`config.mk`:
```
export PLATFORM = sky130hd
export DESIGN_NAME = hamming_secded_decoder
export DESIGN_NICKNAME = d
export VERILOG_FILES = /design/src/rtl/hamming_pkg.sv /design/src/rtl/hamming_syndrome.sv /design/src/rtl/hamming_secded_decoder.sv
export SDC_FILE = /design/constraint.sdc
export NUM_CORES = 1
export LEC_CHECK = 0
export ABC_AREA = 1
export BUFFER_PORTS_ARGS = -buffer_cell sky130_fd_sc_hd__buf_4
export CAP_MARGIN = 15
export CORE_AREA = 2 2 61 63
export CTS_BUF_LIST = sky130_fd_sc_hd__clkbuf_8
export DETAILED_ROUTE_END_ITERATION = 10
export DIE_AREA = 0 0 63 65
export MAX_ROUTING_LAYER = met4
export PLACE_DENSITY_LB_ADDON = 0.08
export SLEW_MARGIN = 5
export SYNTH_ARGS = -nofsm -noshare
export SYNTH_HDL_FRONTEND = slang
export SYNTH_SLANG_ARGS = --single-unit
```
`constraint.sdc`:
```
create_clock -name clk -period 1.4 [get_ports clk]
set_input_delay 0.14 -clock clk [delete_from_list [all_inputs] [get_ports clk]]
set_output_delay 0.14 -clock clk [all_outputs]
set_load 0.02 [all_outputs]
```
`src/rtl/hamming_pkg.sv`:
```
// Shared helpers for the extended-Hamming SECDED decoder: parity-width
// calculation and codeword position mapping for data bits.
package hamming_pkg;

  function automatic bit is_pow2(input int n);
    return (n > 0) && ((n & (n - 1)) == 0);
  endfunction

  // Smallest p with 2^p >= data_w + p + 1; scanning downward leaves the minimum.
  function automatic int calc_p(input int data_w);
    int p;
    p = 0;
    for (int k = 30; k >= 1; k--) begin
      if ((longint'(1) << k) >= longint'(data_w + k + 1)) p = k;
    end
    return p;
  endfunction

  // Data bits fill the non-power-of-two positions of 1..CW-1 in ascending order.
  function automatic int data_pos(input int i);
    int cnt;
    int pos;
    cnt = -1;
    pos = 0;
    for (int q = 1; q <= i + 33; q++) begin
      if (!is_pow2(q)) begin
        cnt = cnt + 1;
        if (pos == 0 && cnt == i) pos = q;
      end
    end
    return pos;
  endfunction

endpackage

```
`src/rtl/hamming_syndrome.sv`:
```
// Combinational syndrome and overall-parity generator for an extended
// Hamming codeword (bit 0 = overall parity, bits 1..CW-1 = Hamming positions).
module hamming_syndrome #(
  parameter int CW = 8,
  parameter int P  = 3
) (
  input  logic [CW-1:0] code,
  output logic [P-1:0]  syndrome,
  output logic          par
);

  always_comb begin
    syndrome = '0;
    for (int i = 1; i < CW; i++) begin
      if (code[i]) syndrome = syndrome ^ P'(i);
    end
    par = ^code;
  end

endmodule

```
`src/rtl/hamming_secded_decoder.sv`:
```
// Two-stage pipelined extended-Hamming SECDED decoder with valid/ready flow
// control; saturating error counters exist only when HAMMING_ERR_CNT_EN is defined.
module hamming_secded_decoder
  import hamming_pkg::*;
#(
  parameter int DATA_W = 4,
  parameter int CNT_W  = 16,
  localparam int P  = calc_p(DATA_W),
  localparam int CW = DATA_W + P + 1
) (
  input  logic              clk,
  input  logic              rst_n,
  input  logic              en,
  input  logic              in_valid,
  output logic              in_ready,
  input  logic [CW-1:0]     in_code,
  output logic              out_valid,
  input  logic              out_ready,
  output logic [DATA_W-1:0] out_data,
  output logic              out_sec,
  output logic              out_ded,
  output logic [P-1:0]      out_syndrome,
  input  logic              cnt_clr,
  output logic [CNT_W-1:0]  corr_cnt,
  output logic [CNT_W-1:0]  uncorr_cnt
);

  // Handshake: a transfer happens on a rising edge where valid & ready are both
  // high; a producer holding valid keeps its payload stable until that edge.
  // in_ready is combinational from out_ready (no skid buffer), so at most two
  // words (stage 1 + output register) are ever in flight.
  logic              s1_valid;
  logic [CW-1:0]     s1_code;
  logic              s1_en;
  logic [P-1:0]      s1_syn;
  logic              s1_par;
  logic              s1_adv;
  logic              s2_adv;

  logic [P-1:0]      in_syn;
  logic              in_par;
  logic [CW-1:0]     fix_mask;
  logic [CW-1:0]     s1_cor;
  logic [DATA_W-1:0] nxt_data;
  logic              nxt_sec;
  logic              nxt_ded;
  logic              unused_cor;

  assign s2_adv   = ~out_valid | out_ready;
  assign s1_adv   = ~s1_valid | s2_adv;
  assign in_ready = s1_adv;

  hamming_syndrome #(.CW(CW), .P(P)) u_syn (
    .code     (in_code),
    .syndrome (in_syn),
    .par      (in_par)
  );

  always_ff @(posedge clk or negedge rst_n) begin
    if (!rst_n) begin
      s1_valid <= 1'b0;
      s1_code  <= '0;
      s1_en    <= 1'b0;
      s1_syn   <= '0;
      s1_par   <= 1'b0;
    end else if (s1_adv) begin
      s1_valid <= in_valid;
      if (in_valid) begin
        s1_code <= in_code;
        s1_en   <= en;
        s1_syn  <= in_syn;
        s1_par  <= in_par;
      end
    end
  end

  // A bit-0 error leaves the data untouched; an out-of-range syndrome with odd
  // parity cannot be a single error, so it is reported as uncorrectable.
  always_comb begin
    fix_mask = '0;
    nxt_sec  = 1'b0;
    nxt_ded  = 1'b0;
    if (s1_en) begin
      if (s1_par) begin
        if (s1_syn == '0) begin
          nxt_sec = 1'b1;
        end else if (int'(s1_syn) <= CW - 1) begin
          nxt_sec = 1'b1;
          for (int i = 1; i < CW; i++) begin
            if (int'(s1_syn) == i) fix_mask[i] = 1'b1;
          end
        end else begin
          nxt_ded = 1'b1;
        end
      end else if (s1_syn != '0) begin
        nxt_ded = 1'b1;
      end
    end
  end

  assign s1_cor     = s1_code ^ fix_mask;
  assign unused_cor = ^s1_cor;

  for (genvar gi = 0; gi < DATA_W; gi++) begin : g_extract
    localparam int POS = data_pos(gi);
    assign nxt_data[gi] = s1_cor[POS];
  end

  always_ff @(posedge clk or negedge rst_n) begin
    if (!rst_n) begin
      out_valid    <= 1'b0;
      out_data     <= '0;
      out_sec      <= 1'b0;
      out_ded      <= 1'b0;
      out_syndrome <= '0;
    end else if (s2_adv) begin
      out_valid <= s1_valid;
      if (s1_valid) begin
        out_data     <= nxt_data;
        out_sec      <= nxt_sec;
        out_ded      <= nxt_ded;
        out_syndrome <= s1_syn;
      end
    end
  end

`ifdef HAMMING_ERR_CNT_EN
  logic [CNT_W-1:0] corr_q;
  logic [CNT_W-1:0] uncorr_q;

  // Clear takes priority over an increment in the same cycle.
  always_ff @(posedge clk or negedge rst_n) begin
    if (!rst_n) begin
      corr_q   <= '0;
      uncorr_q <= '0;
    end else if (cnt_clr) begin
      corr_q   <= '0;
      uncorr_q <= '0;
    end else if (out_valid && out_ready) begin
      if (out_sec && (corr_q != '1))   corr_q   <= corr_q + CNT_W'(1);
      if (out_ded && (uncorr_q != '1)) uncorr_q <= uncorr_q + CNT_W'(1);
    end
  end

  assign corr_cnt   = corr_q;
  assign uncorr_cnt = uncorr_q;
`else
  logic unused_cnt_clr;
  assign unused_cnt_clr = cnt_clr;
  assign corr_cnt       = '0;
  assign uncorr_cnt     = '0;
`endif

endmodule

```
== After elaboration in Yosys (flattened, before gate mapping) ==
Index checks and enable logic that the tools add are counted.

* Register bits after elaboration: 24
* Bits in latches: 0
* Memory bits (writable): 0
* Memory bits (read-only): 0
* Bits of input ports: 14
* Output and inout port bits: 43
* Memories kept: 0

* Add/sub/neg operators: 0
* Multipliers: 0
* Divide/modulo/power cells: 0
* $lt $le $gt $ge: 0
* Equal/unequal tests: 7
* Shift operators: 0
* Muxes and demuxes: 22
* Bitwise logic cells: 11
* Reduce and logical (&&, ||, !) cells: 5

{| class="wikitable"
|+ Operators by type and width
! cell !! number
|-
| $mux W7 || 3
|-
| $mux W1 || 13
|-
| $eq A3 B3 Y1 const B || 4
|-
| $mux W3 || 4
|-
| $reduce_xor A8 Y1 || 1
|-
| $xor A8 B8 Y8 || 1
|-
| $eq A3 B2 Y1 const B || 2
|-
| $not A2 Y2 || 3
|-
| $mux W2 || 2
|-
| $reduce_and A2 Y1 || 2
|-
| $eq A3 B1 Y1 const B || 1
|-
| $logic_not A3 Y1 || 1
|-
| $not A3 Y3 || 1
|-
| $reduce_bool A3 Y1 || 1
|-
| $not A1 Y1 || 2
|-
| $not A1 Y1 const A || 2
|-
| $or A1 B1 Y1 || 2
|}

== Depth between registers and ports, before layout ==
* Depth after elaboration: 11
* Mapped depth: 8
* Depth with buffers taken out: 8

== Cells and area by module ==
From an unflattened synthesis, not the netlist that was laid out.

* Cell total of the unflattened synthesis: 183
* Area, all modules: 1325.0 um^2

{| class="wikitable"
|+ By module, submodules not included
! module !! times used !! cells each !! area an instance (um^2) !! sequential area each (um^2)
|-
| hamming_secded_decoder || 1 || 133 || 1104.8 || 500.5
|-
| hamming_syndrome || 1 || 50 || 220.2 || 0.0
|}

== Least setup slack after synthesis ==
No wires, ideal clock.

* Kind: reg2reg
* Start point: register out_valid
* End point: register s1_code[7]
* Data arrival time: 1.082 ns
* Data required time: 1.274 ns
* Slack: 0.191 ns
* Stages on the path, launching flop included: 5
* Path buffers: 1
* Cell sequence: dfrtp_1 nand3_2 nand2_4 buf_6 o21ai_0

* Word-level cells in the longest chain between the ends: 4

{| class="wikitable"
|+ RTL lines
! item !! RTL line !! RTL
|-
| from (decl) || hamming_secded_decoder.sv:17 || <nowiki>output logic out_valid,</nowiki>
|-
| from (signal assigned) || hamming_secded_decoder.sv:117 || <nowiki>out_valid <= s1_valid;</nowiki>
|-
| $not A1 Y1 || hamming_secded_decoder.sv:49 || <nowiki>assign s2_adv = ~out_valid | out_ready;</nowiki>
|-
| $or A1 B1 Y1 || hamming_secded_decoder.sv:49 ||
|-
| $or A1 B1 Y1 || hamming_secded_decoder.sv:50 || <nowiki>assign s1_adv = ~s1_valid | s2_adv;</nowiki>
|-
| via in_ready || hamming_secded_decoder.sv:15 || <nowiki>output logic in_ready,</nowiki>
|-
| $reduce_and A2 Y1 (no source line) || - ||
|-
| to (signal assigned) || hamming_secded_decoder.sv:69 || <nowiki>s1_code <= in_code;</nowiki>
|-
| to (decl) || hamming_secded_decoder.sv:33 || <nowiki>logic [CW-1:0] s1_code;</nowiki>
|}

The timed path passes the listed nets, and every way through them passes these cells.
A chain may end at the register's enable or synchronous reset.

== Final worst setup path ==
* Start point: register out_valid
* End point: output in_ready

* Word-level cells in the longest chain between the ends: 3

{| class="wikitable"
|+ RTL lines
! item !! RTL line
|-
| $not A1 Y1 || hamming_secded_decoder.sv:49
|-
| $or A1 B1 Y1 || hamming_secded_decoder.sv:49
|-
| $or A1 B1 Y1 || hamming_secded_decoder.sv:50
|-
| to (decl) || hamming_secded_decoder.sv:15
|}

Every way passes these cells.

==> out/metrics.cfg <==
[cells_and_area]
fill_cells=381
syn_to_final_growth_pct=10.3
n_antenna_cell=0
drive_gt1_share_pct=17.4
layout.nets=217

[clock_network]
cts_max_path_buffers=2
cts_resized=0
clk_pin_slew_ps=70
post_cts.repair.setup_buffers=0
htreeDepth=1
clockRootBuffer=clkbuf_8
tritoncts=yes
cts_buffers=3
cts_hold_buf=1
cts_sinks=20
clkLatencyLatePin_ps=250

[die]
core_um2=3500
pin_count=57
initial_core_util_pct=38.3
dieWidth_um=63
fp-row-count=22
die_h_um=65
fp.dieArea_um2=4100

[routing]
drc=0
wirelength_mm=2.07
drt_iter0_drc=20
wl_per_cell_um=8.29
drtPass1Iterations=4
routed_via_density=3.94
antenna_left=0
num_vias=980

[worst_setup_path]
path_class=register to primary output
cp.arrival_ps=1020
crit_path_max_incr_delay_ps=440
endpoint_kind=primary output
crit_fanout=4
path_buf_inv=1
cp.required_ps=1260
start_kind=register
crit_family=flip-flops
cp_slowest_cell=dfrtp_1
cp_cell_sequence=nand3_2 -> buf_4

[placed_design]
dp_hpwl_mm=1.71
gp_congestion=0.714
io_buffers=23

[logic_synthesis]
synthDistinctLibCells=22
synth.largest_area_cell=dfrtp_1
yosys_warnings=0
syn_inst=177
synth-seq-area-share_pct=37.4
netlist_area_um2=1340
synth_ff_type=dfrtp_1
syn_area_per_cell_um2=7.56
ys_top_cells_by_area=dfrtp_1, nand2_1, buf_4
synth_seq_cells=20
synth.most_common_cell=nand2_1
synthArstFlopShare_pct=100
synth_enable_flop_cells=0
synth.top_cell.area_share_pct=37.4
synthTopCellsByCount=nand2_1, buf_4, dfrtp_1, inv_1, o21ai_0

[power]
power.leakage_uw=0.000831
ir_drop_mv=0.335
p_per_area_nw_per_um2=1230

[sta]
fin_skew_ps=1.96
setup-tns-final_ps=0
finalHoldViolCount=0
final.period_utilization_pct=83.2
drv_slew=0
hold-worst-slack_ps=102
setup_viol=0
fin_crit_ps=1160
rsz0062_at_grt=false
fmax_mhz=859

[run]
maxCapViolCount=0

[global_route]
grt_usage_pct=10.9
grt_first_pass_wirelength_mm=3.46
grt_start_max_net_pins=21
grt_pass1_vias=809
antenna_found_initial=0
grt_overflow=0

[run_status]
run_status=completed

[hold_path]
worstHoldPathType=input port to register

-- per-stage QoR --
step                utilization (%)  cell area, µm²  cells  worst slack (ps)  power [µW]
detailed placement             40.7            1420    245               273        1470
finish                         42.2            1480    249               236        1810
CTS                            42.2            1480    249               219        1840
floorplan                         -            1450    208               191        1320
global route                   42.2            1480    249               179        1940
global placement               40.7            1420    245               282        1460
-- cells in the final DEF (no fill, tap or decap), types with 2 or more instances in the layout --
cell,netlist,routed
nor2_1,4,4
nand4_1,2,2
o21ai_0,8,8
o21ai_2,4,4
xor2_1,3,3
buf_4,32,23
dfrtp_1,20,20
nand2_1,67,67
clkbuf_8,0,3
inv_1,17,17
xnor2_1,2,2
conb_1,1,32
nand3_1,6,6
-- registers in the layout (all words and copies together) (netlist names) --
name / count
out_data: 4
s1_en: 1
out_sec: 1
s1_code: 4
out_valid: 1
s1_syn: 3
s1_par: 1
out_ded: 1
out_syndrome: 3
s1_valid: 1
-- cells by family (layout without fill, tap and decap cells) --
group,Yosys count,count (layout),share of synthesized area [%]
other,1,32,0.280
AOI/OAI and AO/OA,16,16,8.23
xor gates and xnor gates,5,5,3.27
buffers and inverters,52,45,24.7
and+or+nand+nor,83,83,26.1
DFF,20,20,37.4
-- report_power, final --
part / switching, µW / total (µW) / leakage [µW] / internal [µW]
clock network: 169 / 360 / 0.0000216 / 191
registers: 90.8 / 796 / 0.000244 / 705
logic: 413 / 654 / 0.000565 / 240
-- final timing paths --
check,slack [ps],to,cells after the start,start
max,240,in_ready,2,out_valid
min,100,s1_en,3,en
max reg2reg,270,out_ded,4,out_valid
min reg2reg,480,out_data[0],2,out_data[0]
max in group asynchronous,910,s1_syn[1],2,rst_n
min in group asynchronous,300,out_data[3],2,rst_n
-- tightest hold or removal path: cells and delay by family --
kind,cells,cell delay [ps]
buffers and inverters,1,80
AND/OR/NAND/NOR,2,100
-- layout make-up --
type | instances | area (µm²) | share of cell area [%]
Clock buffer | 3 | 41.3 | 2.80
Inverter | 18 | 67.6 | 4.58
Multi-Input combinational cell | 136 | 623 | 42.2
Sequential cell | 20 | 500 | 33.9
Tap cell | 48 | 60.1 | 4.07
Timing Repair Buffer | 24 | 183 | 12.4
-- metal layers --
layer / up-vias / GRT usage, % / share of wire [%]
met5: - / - / 0
met4: 0 / 5.83 / 1.3
met3: 2 / 1.39 / 4.5
met2: 23 / 17.6 / 49
met1: 430 / 13.4 / 45
li1: 525 / - / -
No activity file was read; power rests on OpenSTA's default activity.
